===== src/rtl/hazard_mem_ctrl_pkg.sv =====
// Shared definitions for the pipeline hazard / data-memory sequencing controller.
package hazard_mem_ctrl_pkg;

  // Forwarding select encodings for the EX-stage operand muxes.
  localparam logic [1:0] FWD_RF = 2'b00;  // operand from the register file
  localparam logic [1:0] FWD_W  = 2'b01;  // operand from ResultW
  localparam logic [1:0] FWD_M  = 2'b10;  // operand from ALUResultM

  // Data-memory handshake states.
  typedef enum logic [1:0] {
    MS_IDLE = 2'd0,
    MS_WAIT = 2'd1,
    MS_HALT = 2'd2
  } memState_t;

  // Forwarding select for one EX source register; M outranks W and x0 never forwards.
  function automatic logic [1:0] fwdSelect(
    input logic [4:0] rsE,
    input logic [4:0] rdM,
    input logic       regWriteM,
    input logic [4:0] rdW,
    input logic       regWriteW
  );
    if (regWriteM && (rdM != 5'd0) && (rdM == rsE)) begin
      return FWD_M;
    end else if (regWriteW && (rdW != 5'd0) && (rdW == rsE)) begin
      return FWD_W;
    end
    return FWD_RF;
  endfunction

endpackage


===== src/rtl/hazard_mem_ctrl_mem_wait_fsm.sv =====
// Valid/ready handshake with the data memory: holds the request while the
// memory is not ready and gives up (sticky halt) after MEM_TIMEOUT stalled cycles.
module mem_wait_fsm
  import hazard_mem_ctrl_pkg::*;
#(
  parameter int MEM_TIMEOUT = 16
) (
  input  logic clock,
  input  logic reset,
  input  logic memAccess,
  input  logic memReady,
  output logic memValid,
  output logic memStall,
  output logic halted
);

  // Counter only has to reach MEM_TIMEOUT-1.
  localparam int CW = (MEM_TIMEOUT > 2) ? $clog2(MEM_TIMEOUT) : 1;
  localparam logic [CW-1:0] LAST_WAIT = CW'(MEM_TIMEOUT - 1);

  memState_t      state;
  memState_t      nextState;
  logic [CW-1:0]  waitCnt;
  logic [CW-1:0]  nextCnt;

  // State and wait-counter registers.
  always_ff @(posedge clock or negedge reset) begin
    // NOTE: sequential state uses non-blocking assignments so every register samples pre-edge values.
    if (!reset) begin
      state   <= MS_IDLE;
      waitCnt <= '0;
    end else begin
      state   <= nextState;
      waitCnt <= nextCnt;
    end
  end

  // Next-state, counter update and handshake outputs.
  always_comb begin
    // NOTE: every signal gets a default first so no path through the case infers a latch.
    nextState = state;
    nextCnt   = waitCnt;
    memValid  = 1'b0;
    memStall  = 1'b0;
    unique case (state)
      MS_IDLE: begin
        memValid = memAccess;
        memStall = memAccess & ~memReady;
        if (memStall) begin
          nextState = MS_WAIT;
          nextCnt   = CW'(1);
        end
      end
      MS_WAIT: begin
        memValid = 1'b1;
        memStall = ~memReady;
        if (memReady) begin
          nextState = MS_IDLE;
          nextCnt   = '0;
        end else if (waitCnt == LAST_WAIT) begin
          nextState = MS_HALT;
        end else begin
          nextCnt = waitCnt + CW'(1);
        end
      end
      MS_HALT: begin
        memStall = 1'b1;
      end
      default: begin
        nextState = MS_IDLE;
        nextCnt   = '0;
      end
    endcase
  end

  assign halted = (state == MS_HALT);

endmodule


===== src/rtl/hazard_mem_ctrl.sv =====
// Hazard and sequencing controller for the 5-stage pipeline: forwarding selects,
// load-use and branch handling, memory-wait freezing and a stall-cycle counter.
module hazard_mem_ctrl
  import hazard_mem_ctrl_pkg::*;
#(
  parameter int MEM_TIMEOUT = 16,
  parameter int CNT_W       = 32
) (
  input  logic             clock,
  input  logic             reset,
  input  logic [4:0]       Rs1D,
  input  logic [4:0]       Rs2D,
  input  logic [4:0]       Rs1E,
  input  logic [4:0]       Rs2E,
  input  logic [4:0]       RdE,
  input  logic             ResultSrcE0,
  input  logic             PCSrcE,
  input  logic [4:0]       RdM,
  input  logic             RegWriteM,
  input  logic             MemAccessM,
  input  logic [4:0]       RdW,
  input  logic             RegWriteW,
  input  logic             MemReady,
  output logic             MemValid,
  output logic             StallF,
  output logic             StallD,
  output logic             StallE,
  output logic             StallM,
  output logic             EnableW,
  output logic             FlushD,
  output logic             FlushE,
  output logic [1:0]       ForwardAE,
  output logic [1:0]       ForwardBE,
  output logic             Halted,
  output logic [CNT_W-1:0] StallCycles
);

  logic memStall;
  logic memValidRaw;
  logic lwStall;

  mem_wait_fsm #(
    .MEM_TIMEOUT (MEM_TIMEOUT)
  ) uMemWait (
    .clock     (clock),
    .reset     (reset),
    .memAccess (MemAccessM),
    .memReady  (MemReady),
    .memValid  (memValidRaw),
    .memStall  (memStall),
    .halted    (Halted)
  );

  // A load in E whose destination feeds an instruction in D must hold D for one cycle.
  assign lwStall = ResultSrcE0 & (RdE != 5'd0) & ((RdE == Rs1D) | (RdE == Rs2D));

  // Pipeline controls; a memory freeze overrides branch and load-use handling, and
  // reset forces a safe flushed pipeline without waiting for a clock edge.
  always_comb begin
    MemValid  = 1'b0;
    StallF    = 1'b0;
    StallD    = 1'b0;
    StallE    = 1'b0;
    StallM    = 1'b0;
    EnableW   = 1'b1;
    FlushD    = 1'b1;
    FlushE    = 1'b1;
    ForwardAE = FWD_RF;
    ForwardBE = FWD_RF;
    if (reset) begin
      MemValid  = memValidRaw;
      ForwardAE = fwdSelect(Rs1E, RdM, RegWriteM, RdW, RegWriteW);
      ForwardBE = fwdSelect(Rs2E, RdM, RegWriteM, RdW, RegWriteW);
      if (memStall) begin
        // E is frozen, so PCSrcE and lwStall are re-evaluated after release.
        StallF  = 1'b1;
        StallD  = 1'b1;
        StallE  = 1'b1;
        StallM  = 1'b1;
        EnableW = 1'b0;
        FlushD  = 1'b0;
        FlushE  = 1'b0;
      end else begin
        StallF = lwStall;
        StallD = lwStall;
        FlushD = PCSrcE;
        FlushE = lwStall | PCSrcE;
      end
    end
  end

  // Saturating count of cycles in which fetch was held.
  always_ff @(posedge clock or negedge reset) begin
    if (!reset) begin
      StallCycles <= '0;
    end else if (StallF && (StallCycles != '1)) begin
      StallCycles <= StallCycles + CNT_W'(1);
    end
  end

endmodule


===== config.mk =====
export PLATFORM = sky130hd
export DESIGN_NAME = hazard_mem_ctrl
export DESIGN_NICKNAME = d
export VERILOG_FILES = /design/src/rtl/hazard_mem_ctrl_pkg.sv /design/src/rtl/hazard_mem_ctrl_mem_wait_fsm.sv /design/src/rtl/hazard_mem_ctrl.sv
export SDC_FILE = /design/constraint.sdc
export NUM_CORES = 1
export LEC_CHECK = 0
export ABC_AREA = 1
export CAP_MARGIN = 20
export CORE_ASPECT_RATIO = 0.6
export CORE_UTILIZATION = 53
export CTS_CLUSTER_DIAMETER = 200
export DETAILED_ROUTE_END_ITERATION = 12
export GPL_ROUTABILITY_DRIVEN = 0
export PLACE_DENSITY = 0.9
export RECOVER_POWER = 25
export SYNTH_ARGS = -nofsm -noshare
export SYNTH_HDL_FRONTEND = slang
export SYNTH_HIERARCHICAL = 1
export SYNTH_SLANG_ARGS = --single-unit

===== constraint.sdc =====
create_clock -name clock -period 5.05 [get_ports clock]
set_input_delay 1.2625 -clock clock [delete_from_list [all_inputs] [get_ports clock]]
set_output_delay 1.2625 -clock clock [all_outputs]
set_load 0.02 [all_outputs]

* Yosys cells after proc, flatten, opt, wreduce, memory -nomap -nowiden *
Cells that the tools add are included.

operators by class
  add/subtract/negate cells = 2
  multipliers = 0
  div/mod/pow operators = 0
  magnitude comparators = 0
  eq/ne operators = 13
  shifts and indexed selects = 0
  muxes and demuxes = 35
  bitwise logic cells = 7
  reductions and logical operators = 13

operator list
  kind                                                                     number
  32-bit by 1-bit adder with 32-bit output, second input constant          1
  32-bit inequality test, second input constant                            1
  5-bit equality test                                                      6
  2-bit two-way mux                                                        11
  1-bit two-way mux                                                        17
  5-bit nonzero test                                                       3
  4-bit two-way mux                                                        3
  4-bit one-hot mux with 3 select lines                                    1
  1-bit logical AND                                                        7
  2-bit one-hot mux with 3 select lines                                    1
  3-bit AND reduction                                                      2
  4-bit by 1-bit adder with 4-bit output, second input constant            1
  4-bit equality test, second input constant                               1
  1-bit bitwise AND                                                        3
  3-bit by 2-bit inequality test with 1-bit output, second input constant  1
  3-bit inequality test, second input constant                             1
  1-bit one-hot mux with 3 select lines                                    1
  2-bit by 1-bit equality test with 1-bit output, second input constant    1
  2-bit equality test, second input constant                               1
  2-bit logical NOT                                                        1
  2-bit by 1-bit inequality test with 1-bit output, second input constant  1
  1-bit NOT                                                                2
  1-bit OR                                                                 2
  1-bit one-hot mux with 2 select lines                                    1

storage, ports and cells
  bits in registers = 38
  latch bits = 0
  memory bits (writable) = 0
  bits in read-only memories = 0
  input port bits = 43
  output and inout port bits = 45
  logic and storage cells = 73
  memories kept = 0

* Longest topological paths before layout *
Gate-level depths: netlist of run 1.

  word-level depth = 8
  gate-level depth with buffers = 13
  mapped depth without buffers = 11

* Modules after synthesis *
The synthesis of run 1 kept the hierarchy.

by module, submodules not included
  module           times used  cells each  area each (µm²)  seq. area each (µm²)
  hazard_mem_ctrl  1           432         2737.6           800.8
  mem_wait_fsm     1           52          364.1            150.1

* Worst setup path after synthesis of run 1 *
Ideal clock, no wire load.

  path kind = input to output
  start = input MemReady
  end = output StallF
  data arrival time = 2.353 ns
  data required time = 3.788 ns
  path slack = 1.434 ns
  stages on the path = 8
  path buffers = 3
  path through = inv_2 > nand3_2 > nand3_1 > nand2_1 > nand2_1 > buf_4 > buf_4 > buf_4

between the ends
  cells in the longest elaborated chain, start to end = 5

ends and longest elaborated chain
  item                                       line                                                                    text
  start, declared                            hazard_mem_ctrl.sv:23                                                   input logic MemReady,
  1-bit NOT (*)                              hazard_mem_ctrl_mem_wait_fsm.sv:48, hazard_mem_ctrl_mem_wait_fsm.sv:56
  1-bit bitwise AND                          hazard_mem_ctrl_mem_wait_fsm.sv:48                                      memStall = memAccess & ~memReady;
  1-bit one-hot mux with 3 select lines (*)  hazard_mem_ctrl_mem_wait_fsm.sv:45                                      unique case (state)
  via memStall                               hazard_mem_ctrl.sv:38                                                   logic memStall;
  1-bit two-way mux (*) (2 in series)        -
  end, declared                              hazard_mem_ctrl.sv:25                                                   output logic StallF,

The timed path passes the listed nets; every way through them passes the cells marked *.

* Worst setup path in the final report of run 1 *
  start = input RdM[2]
  end = output ForwardAE[0]

between the ends
  cells in the longest elaborated chain, start to end = 7
  elaborated cells between the ends (all ways) = 9
  classes of those cells = 1 x eq/ne; 5 x mux; 3 x reduce/logical

ends and longest elaborated chain
  item                   line                       text
  start, declared        hazard_mem_ctrl.sv:18      input logic [4:0] RdM,
  5-bit nonzero test     hazard_mem_ctrl_pkg.sv:24  if (regWriteM && (rdM != 5'd0) && (rdM == rsE)) begin
  1-bit logical AND      hazard_mem_ctrl_pkg.sv:24
  1-bit logical AND (*)  hazard_mem_ctrl_pkg.sv:24
  1-bit two-way mux      hazard_mem_ctrl_pkg.sv:24
  1-bit two-way mux      hazard_mem_ctrl.sv:70      if (reset) begin
  2-bit two-way mux (*)  hazard_mem_ctrl_pkg.sv:29  return FWD_RF;
  2-bit two-way mux (*)  hazard_mem_ctrl.sv:70
  end, declared          hazard_mem_ctrl.sv:32      output logic [1:0] ForwardAE,

Mark *: on every way between the ends. The rest lies on a longest branch, timed or not. The select of a mux whose other input is x is not followed.

==> results of run 1 <==
-- path summary, 6_finish.rpt --
kind / from / to / slack (ns) / cells after the start
max in group asynchronous: reset / uMemWait/state[1]$_DFFE_PN0P_ / 1.99 / 3
hold reg to reg: StallCycles[1]$_DFFE_PN0P_ / StallCycles[1]$_DFFE_PN0P_ / 0.54 / 2
setup / recovery: RdM[2] / ForwardAE[0] / 0.42 / 8
min in group asynchronous: reset / StallCycles[10]$_DFFE_PN0P_ / 1.19 / 2
hold / removal: StallCycles[1]$_DFFE_PN0P_ / StallCycles[1]$_DFFE_PN0P_ / 0.54 / 2
setup reg to reg: StallCycles[0]$_DFFE_PN0P_ / StallCycles[23]$_DFFE_PN0P_ / 2.94 / 11
-- worst min-delay path, delay by kind of cell, from the launching register on --
kind / cells / cell delay, ns
flops: 1 / 0.40
simple gates: 2 / 0.12
-- placed cells by master, fill, tap and decap left out, types with 4 or more instances in the layout --
cell	netlist	layout
nand2_1	172	172
clkbuf_8	0	6
xor2_1	20	20
nor2_2	6	6
inv_1	67	67
nand2_2	4	4
dfrtp_1	38	38
nand3b_1	4	4
nor2_1	46	46
nor3_1	8	8
xnor2_1	13	13
clkdlybuf4s50_1	0	86
nand4_1	10	10
nand3_1	57	57
-- cells by family after synthesis --
kind of cell	Yosys count	synth area share, %
simple gates	321	46.15
fa+ha+maj	2	0.8066
flops	38	30.66
compound gates	10	2.017
buf+inv	80	11.05
xor+xnor	33	9.318
-- routing by layer --
metal  global-route usage (%)  wire [um]
met2                    46.97       3692
met5                        0          0
met1                    43.36       4144
met4                    8.696        157
met3                    4.767        629
-- registers in the layout, indices dropped and copies added (netlist names) --
| signal | cells |
|---|---|
| uMemWait/state | 2 |
| StallCycles | 32 |
| uMemWait/waitCnt | 4 |
-- metrics by stage --
stage	hold slack [ns]	instance area [um2]
CTS	0.5426	4105
global placement	0.5060	4010
finish	0.5419	4096
detailed placement	0.5193	4010
floorplan	0.4861	3102
global route	0.5758	4096
-- layout make-up --
type / count / area [um2]
clock buffers: 6 / 82.58
clock inverters: 2 / 12.51
fillers: 447 / 1500
inverters: 70 / 262.8
multi-input cells: 366 / 1808
flip-flops and latches: 38 / 950.9
well taps: 80 / 100.1
repair buffers: 90 / 879.6
-- power by group through the flow --
stage | Clock, mW | Sequential [mW] | Combinational [mW]
2_1_floorplan | 0 | 0.370 | 0.0876
3_3_place_gp | 0 | 0.353 | 0.203
3_5_place_dp | 0 | 0.354 | 0.209
4_1_cts | 0.228 | 0.349 | 0.210
5_1_grt | 0.243 | 0.353 | 0.229
6_report | 0.224 | 0.349 | 0.209
==> impl_metrics.env, run 1 <==
export IMPL_status="complete, but fails checks"
export IMPL_violations="capacitance limit, slew limit"
export IMPL_route_detailed_drc=0
export IMPL_ctsHoldBuffers=0
export IMPL_grt_pass1_vias=2934
export IMPL_drt_pass1_iter_count=5
export IMPL_finalSetupViolCount=0
export IMPL_fin_tns_setup_ns=0
export IMPL_p_leak_nw=1.985
export IMPL_core_um2=5597
export IMPL_slowest_stage="clkdlybuf4s50_1"
export IMPL_wl_um=8623
export IMPL_drt_initial_drc_count=314
export IMPL_critPathMaxStageDelay_ns=0.66
export IMPL_yosys_warnings=6
export IMPL_rsz0062_at_grt="false"
export IMPL_power_uw=781.8
export IMPL_layout_min_cycle_time_ns=4.630
export IMPL_synth_edf_count=0
export IMPL_pre_cts_slack_ns=0.4388
export IMPL_p_sw_uw=249.6
export IMPL_layout_setup_ws_ns=0.4198
export IMPL_die_h_um=61.26
export IMPL_postRouteAntennaNets=0
export IMPL_synth_common_cells="nand2_1 (172), inv_1 (67), nand3_1 (57)"
export IMPL_start_util_pct=55.42
export IMPL_slew_headroom_pct=-1.354
export IMPL_synth_most_common_cell="nand2_1"
export IMPL_cts_resized=0
export IMPL_cp_max_fo=3
export IMPL_worstPathArrival_ns=3.37
export IMPL_dr_total_vias=3385
export IMPL_clock_latency_ns=0.30
export IMPL_ir_worst_vdd_mv=0.2152
export IMPL_io_buffers=87
export IMPL_area_delta_synth_final_pct=32.07
export IMPL_grt_ovfl_total=0
export IMPL_dp_hpwl_um=6823
export IMPL_combinationalPowerShare_pct=26.7
export IMPL_grt_usage_pct=29.94
export IMPL_cts_buffers=5
export IMPL_seq_power_share_pct=44.6
export IMPL_root_buffer="clkbuf_8"
export IMPL_critPathBufInv=4
export IMPL_cp_required_ns=3.79
export IMPL_fmax_ghz=0.2160
export IMPL_syn_nets=529
export IMPL_rows=21
export IMPL_worstPathCellList="clkdlybuf4s50_1 > or2_2 > o41ai_1 > inv_1 > nand2_1 > inv_1 > nor2_1 > clkdlybuf4s50_1"
export IMPL_switching_share_pct=31.92
export IMPL_antenna_cells=0
export IMPL_synth_main_ff_cell="dfrtp_1"
export IMPL_grt_antenna_before_repair=0
export IMPL_clk_pin_slew_ns=0.08
export IMPL_end_kind="primary output"
export IMPL_seq_area_frac_synth_pct=30.66
export IMPL_p_per_area_nw_per_um2=190.9
export IMPL_fin_skew_ns=0.008327
export IMPL_syn_avg_cell_area_um2=6.409
export IMPL_cts_tree="done"
export IMPL_cts_sinks=38
export IMPL_pwr_share_clk_pct=28.6
export IMPL_min_path_type="reg -> reg"
export IMPL_synth_async_reset_ratio_pct=100.0
export IMPL_final_layout_size_suffix_gt1_share_pct=5.769
export IMPL_cts_setup_buffers=0
export IMPL_critPathKind="in -> out"
export IMPL_wl_per_cell_um=13.23
export IMPL_io_pins=88
export IMPL_hold_violations=0
export IMPL_drv_slew=27
export IMPL_layout_nets=616
export IMPL_fin_cells=652
export IMPL_routed_via_density=5.192
export IMPL_die_area_um2=6172
export IMPL_post_route_util_pct=73.19
export IMPL_intPower_uw=532.2
export IMPL_path_delay_family="buffers and inverters"
export IMPL_grt_pass1_wl_um=13990
export IMPL_worstMarginPinSlew_ns=1.520
export IMPL_cap_violations=1
export IMPL_synthesis_area_um2=3102
export IMPL_clockBufferDepth=2
export IMPL_dp_cells=644
export IMPL_postSynthCellCount=484
export IMPL_cp_start_kind="primary input"
export IMPL_yosys_area_top_type_share_pct=30.66
export IMPL_ys_top_cells_by_area="dfrtp_1 (31%), nand2_1 (21%), nand3_1 (9.2%)"
export IMPL_grt_max_degree=47
export IMPL_ys_ff_latch=38
export IMPL_synth_largest_area_cell="dfrtp_1"
export IMPL_h_tree_depth=2
export IMPL_ys_types=30
export IMPL_die_width_um=100.8
export IMPL_post_route_period_util_pct=91.69
Power figures use the tool's default switching activity.
==> inputs of run 2 (changes only) <==
--- a/config.mk
+++ b/config.mk
@@ -8,12 +8,13 @@
 export ABC_AREA = 1
 export CAP_MARGIN = 20
 export CORE_ASPECT_RATIO = 0.6
-export CORE_UTILIZATION = 53
+export CORE_UTILIZATION = 32
 export CTS_CLUSTER_DIAMETER = 200
 export DETAILED_ROUTE_END_ITERATION = 12
 export GPL_ROUTABILITY_DRIVEN = 0
-export PLACE_DENSITY = 0.9
+export PLACE_DENSITY = 0.59
 export RECOVER_POWER = 25
+export SKIP_CTS_REPAIR_TIMING = 1
 export SYNTH_ARGS = -nofsm -noshare
 export SYNTH_HDL_FRONTEND = slang
 export SYNTH_HIERARCHICAL = 1
==> run 2 against run 1 <==
Compared with the run above:
- the flow now finishes without violations
- first-iteration DRC count down 34%
- final cell count is 7.4% higher
- critical path depth is the same
- critical path type unchanged
==> impl_metrics.env, run 2 (same netlist as run 1, synthesis figures left out) <==
export IMPL_wl_um=9115
export IMPL_h_tree_depth=2
export IMPL_cap_violations=0
export IMPL_fin_skew_ns=0.005505
export IMPL_cts_buffers=5
export IMPL_p_leak_nw=2.009
export IMPL_min_path_type="reg -> reg"
export IMPL_cts_sinks=38
export IMPL_finalSetupViolCount=0
export IMPL_final_common_cell="nand2_1"
export IMPL_dr_total_vias=3200
export IMPL_start_util_pct=33.39
export IMPL_clock_latency_ns=0.28
export IMPL_die_area_um2=10100
export IMPL_end_kind="primary output"
export IMPL_io_buffers=87
export IMPL_hold_violations=0
export IMPL_die_width_um=129.1
export IMPL_routed_via_density=4.571
export IMPL_final_layout_size_suffix_gt1_share_pct=5.789
export IMPL_fin_tns_setup_ns=0
export IMPL_critPathKind="in -> out"
export IMPL_cp_start_kind="primary input"
export IMPL_grt_max_degree=47
export IMPL_regMostFlops="StallCycles"
export IMPL_grt_antenna_before_repair=0
export IMPL_reg_top3="StallCycles x32, uMemWait/waitCnt x4, uMemWait/state x2"
export IMPL_whs_ns=0.5321
export IMPL_status="finished clean"
export IMPL_dp_hpwl_um=7142
export IMPL_grt_pass1_vias=3034
export IMPL_hold_path_startpoint="StallCycles[30]$_DFFE_PN0P_"
export IMPL_cp_max_fo=3
export IMPL_post_route_util_pct=45.20
export IMPL_clockBufferDepth=2
export IMPL_rsz0062_at_grt="false"
export IMPL_grt_pass1_wl_um=15370
export IMPL_cp_required_ns=3.79
export IMPL_rows=27
export IMPL_die_h_um=78.26
export IMPL_root_buffer="clkbuf_16"
export IMPL_clk_pin_slew_ns=0.06
export IMPL_ir_worst_vdd_mv=0.1978
export IMPL_worstPathArrival_ns=3.24
export IMPL_io_pins=88
export IMPL_cts_tree="done"
export IMPL_slew_headroom_pct=65.38
export IMPL_crit_start="RdM[2]"
export IMPL_layout_common_cells="nand2_1 (172), clkdlybuf4s50_1 (86), inv_1 (67), nand3_1 (57), nor2_1 (46)"
export IMPL_layout_nets=615
export IMPL_route_detailed_drc=0
export IMPL_grt_usage_pct=19.59
export IMPL_drv_slew=0
export IMPL_fmax_ghz=0.2221
export IMPL_wl_per_cell_um=13.02
export IMPL_p_per_area_nw_per_um2=204.0
export IMPL_postRouteAntennaNets=0
export IMPL_area_delta_synth_final_pct=35.38
export IMPL_post_route_period_util_pct=89.18
export IMPL_drt_pass1_iter_count=4
export IMPL_layout_min_cycle_time_ns=4.503
export IMPL_grt_ovfl_total=0
export IMPL_largest_reg_flops=32
export IMPL_worstMarginPinSlew_ns=0.5193
export IMPL_drt_initial_drc_count=206
export IMPL_antenna_cells=0
export IMPL_r2r_start="StallCycles[0]$_DFFE_PN0P_"
export IMPL_core_um2=9290
==> run 2: cell types whose count changed in the layout (fill, tap and decap cells not counted) <==
cell / delta
clkbuf_16: +5
clkinv_2: +1
clkbuf_8: -6
clkbuf_1: -2
buf_4: +1
clkinvlp_4: -1
==> run 2: worst paths after layout <==
path | to | cells past startpoint | slack (ns)
max | ForwardBE[0] | 8 | 0.55
min | StallCycles[30]$_DFFE_PN0P_ | 2 | 0.53
max reg2reg | StallCycles[27]$_DFFE_PN0P_ | 10 | 2.96
min reg2reg | StallCycles[30]$_DFFE_PN0P_ | 2 | 0.53
max in group asynchronous | StallCycles[3]$_DFFE_PN0P_ | 2 | 3.56
min in group asynchronous | StallCycles[13]$_DFFE_PN0P_ | 2 | 1.13
==> run 2: layout make-up <==
class	instances	area, um2
clock buffer	5	125.1
clock inverter	2	10.01
inverter	70	262.8
sequential	38	950.9
fill	947	5091
multi-input combinational	366	1808
tap	130	162.7
timing repair buffer	89	879.6
==> run 2: worst max-delay path: stages <==
cell	delay, ns
clkdlybuf4s50_1	0.48
or2_2	0.32
o41ai_1	0.23
inv_1	0.11
nand2_1	0.10
inv_1	0.04
nor2_1	0.09
clkdlybuf4s50_1	0.60
==> run 2: stage by stage <==
| stage | setup WS, ns | area (um2) | total power, mW | std cells |
|---|---|---|---|---|
| after global routing | 0.2932 | 4199 | 0.9030 | 700 |
| after detailed placement | 0.5542 | 4065 | 0.5617 | 693 |
| after global placement | 0.6036 | 4065 | 0.5592 | 693 |
| after floorplan | 1.434 | 3102 | 0.4575 | 484 |
| final | 0.5465 | 4199 | 0.8568 | 700 |
| after CTS | 0.5499 | 4200 | 0.8661 | 700 |
==> run 2: layer usage <==
metal	up-vias	global-route usage (%)	share of wire, %
li1	1671	-	-
met1	1437	31.23	55
met2	81	26.51	38
met3	11	3.272	6.7
met4	0	4.588	1.1
met5	-	0	0
==> run 2: report_power, final <==
group / total [mW] / internal, mW / switching (mW)
combinational: 0.207 / 0.102 / 0.105
sequential: 0.349 / 0.322 / 0.0275
clock: 0.301 / 0.178 / 0.122
total: 0.857 / 0.601 / 0.255
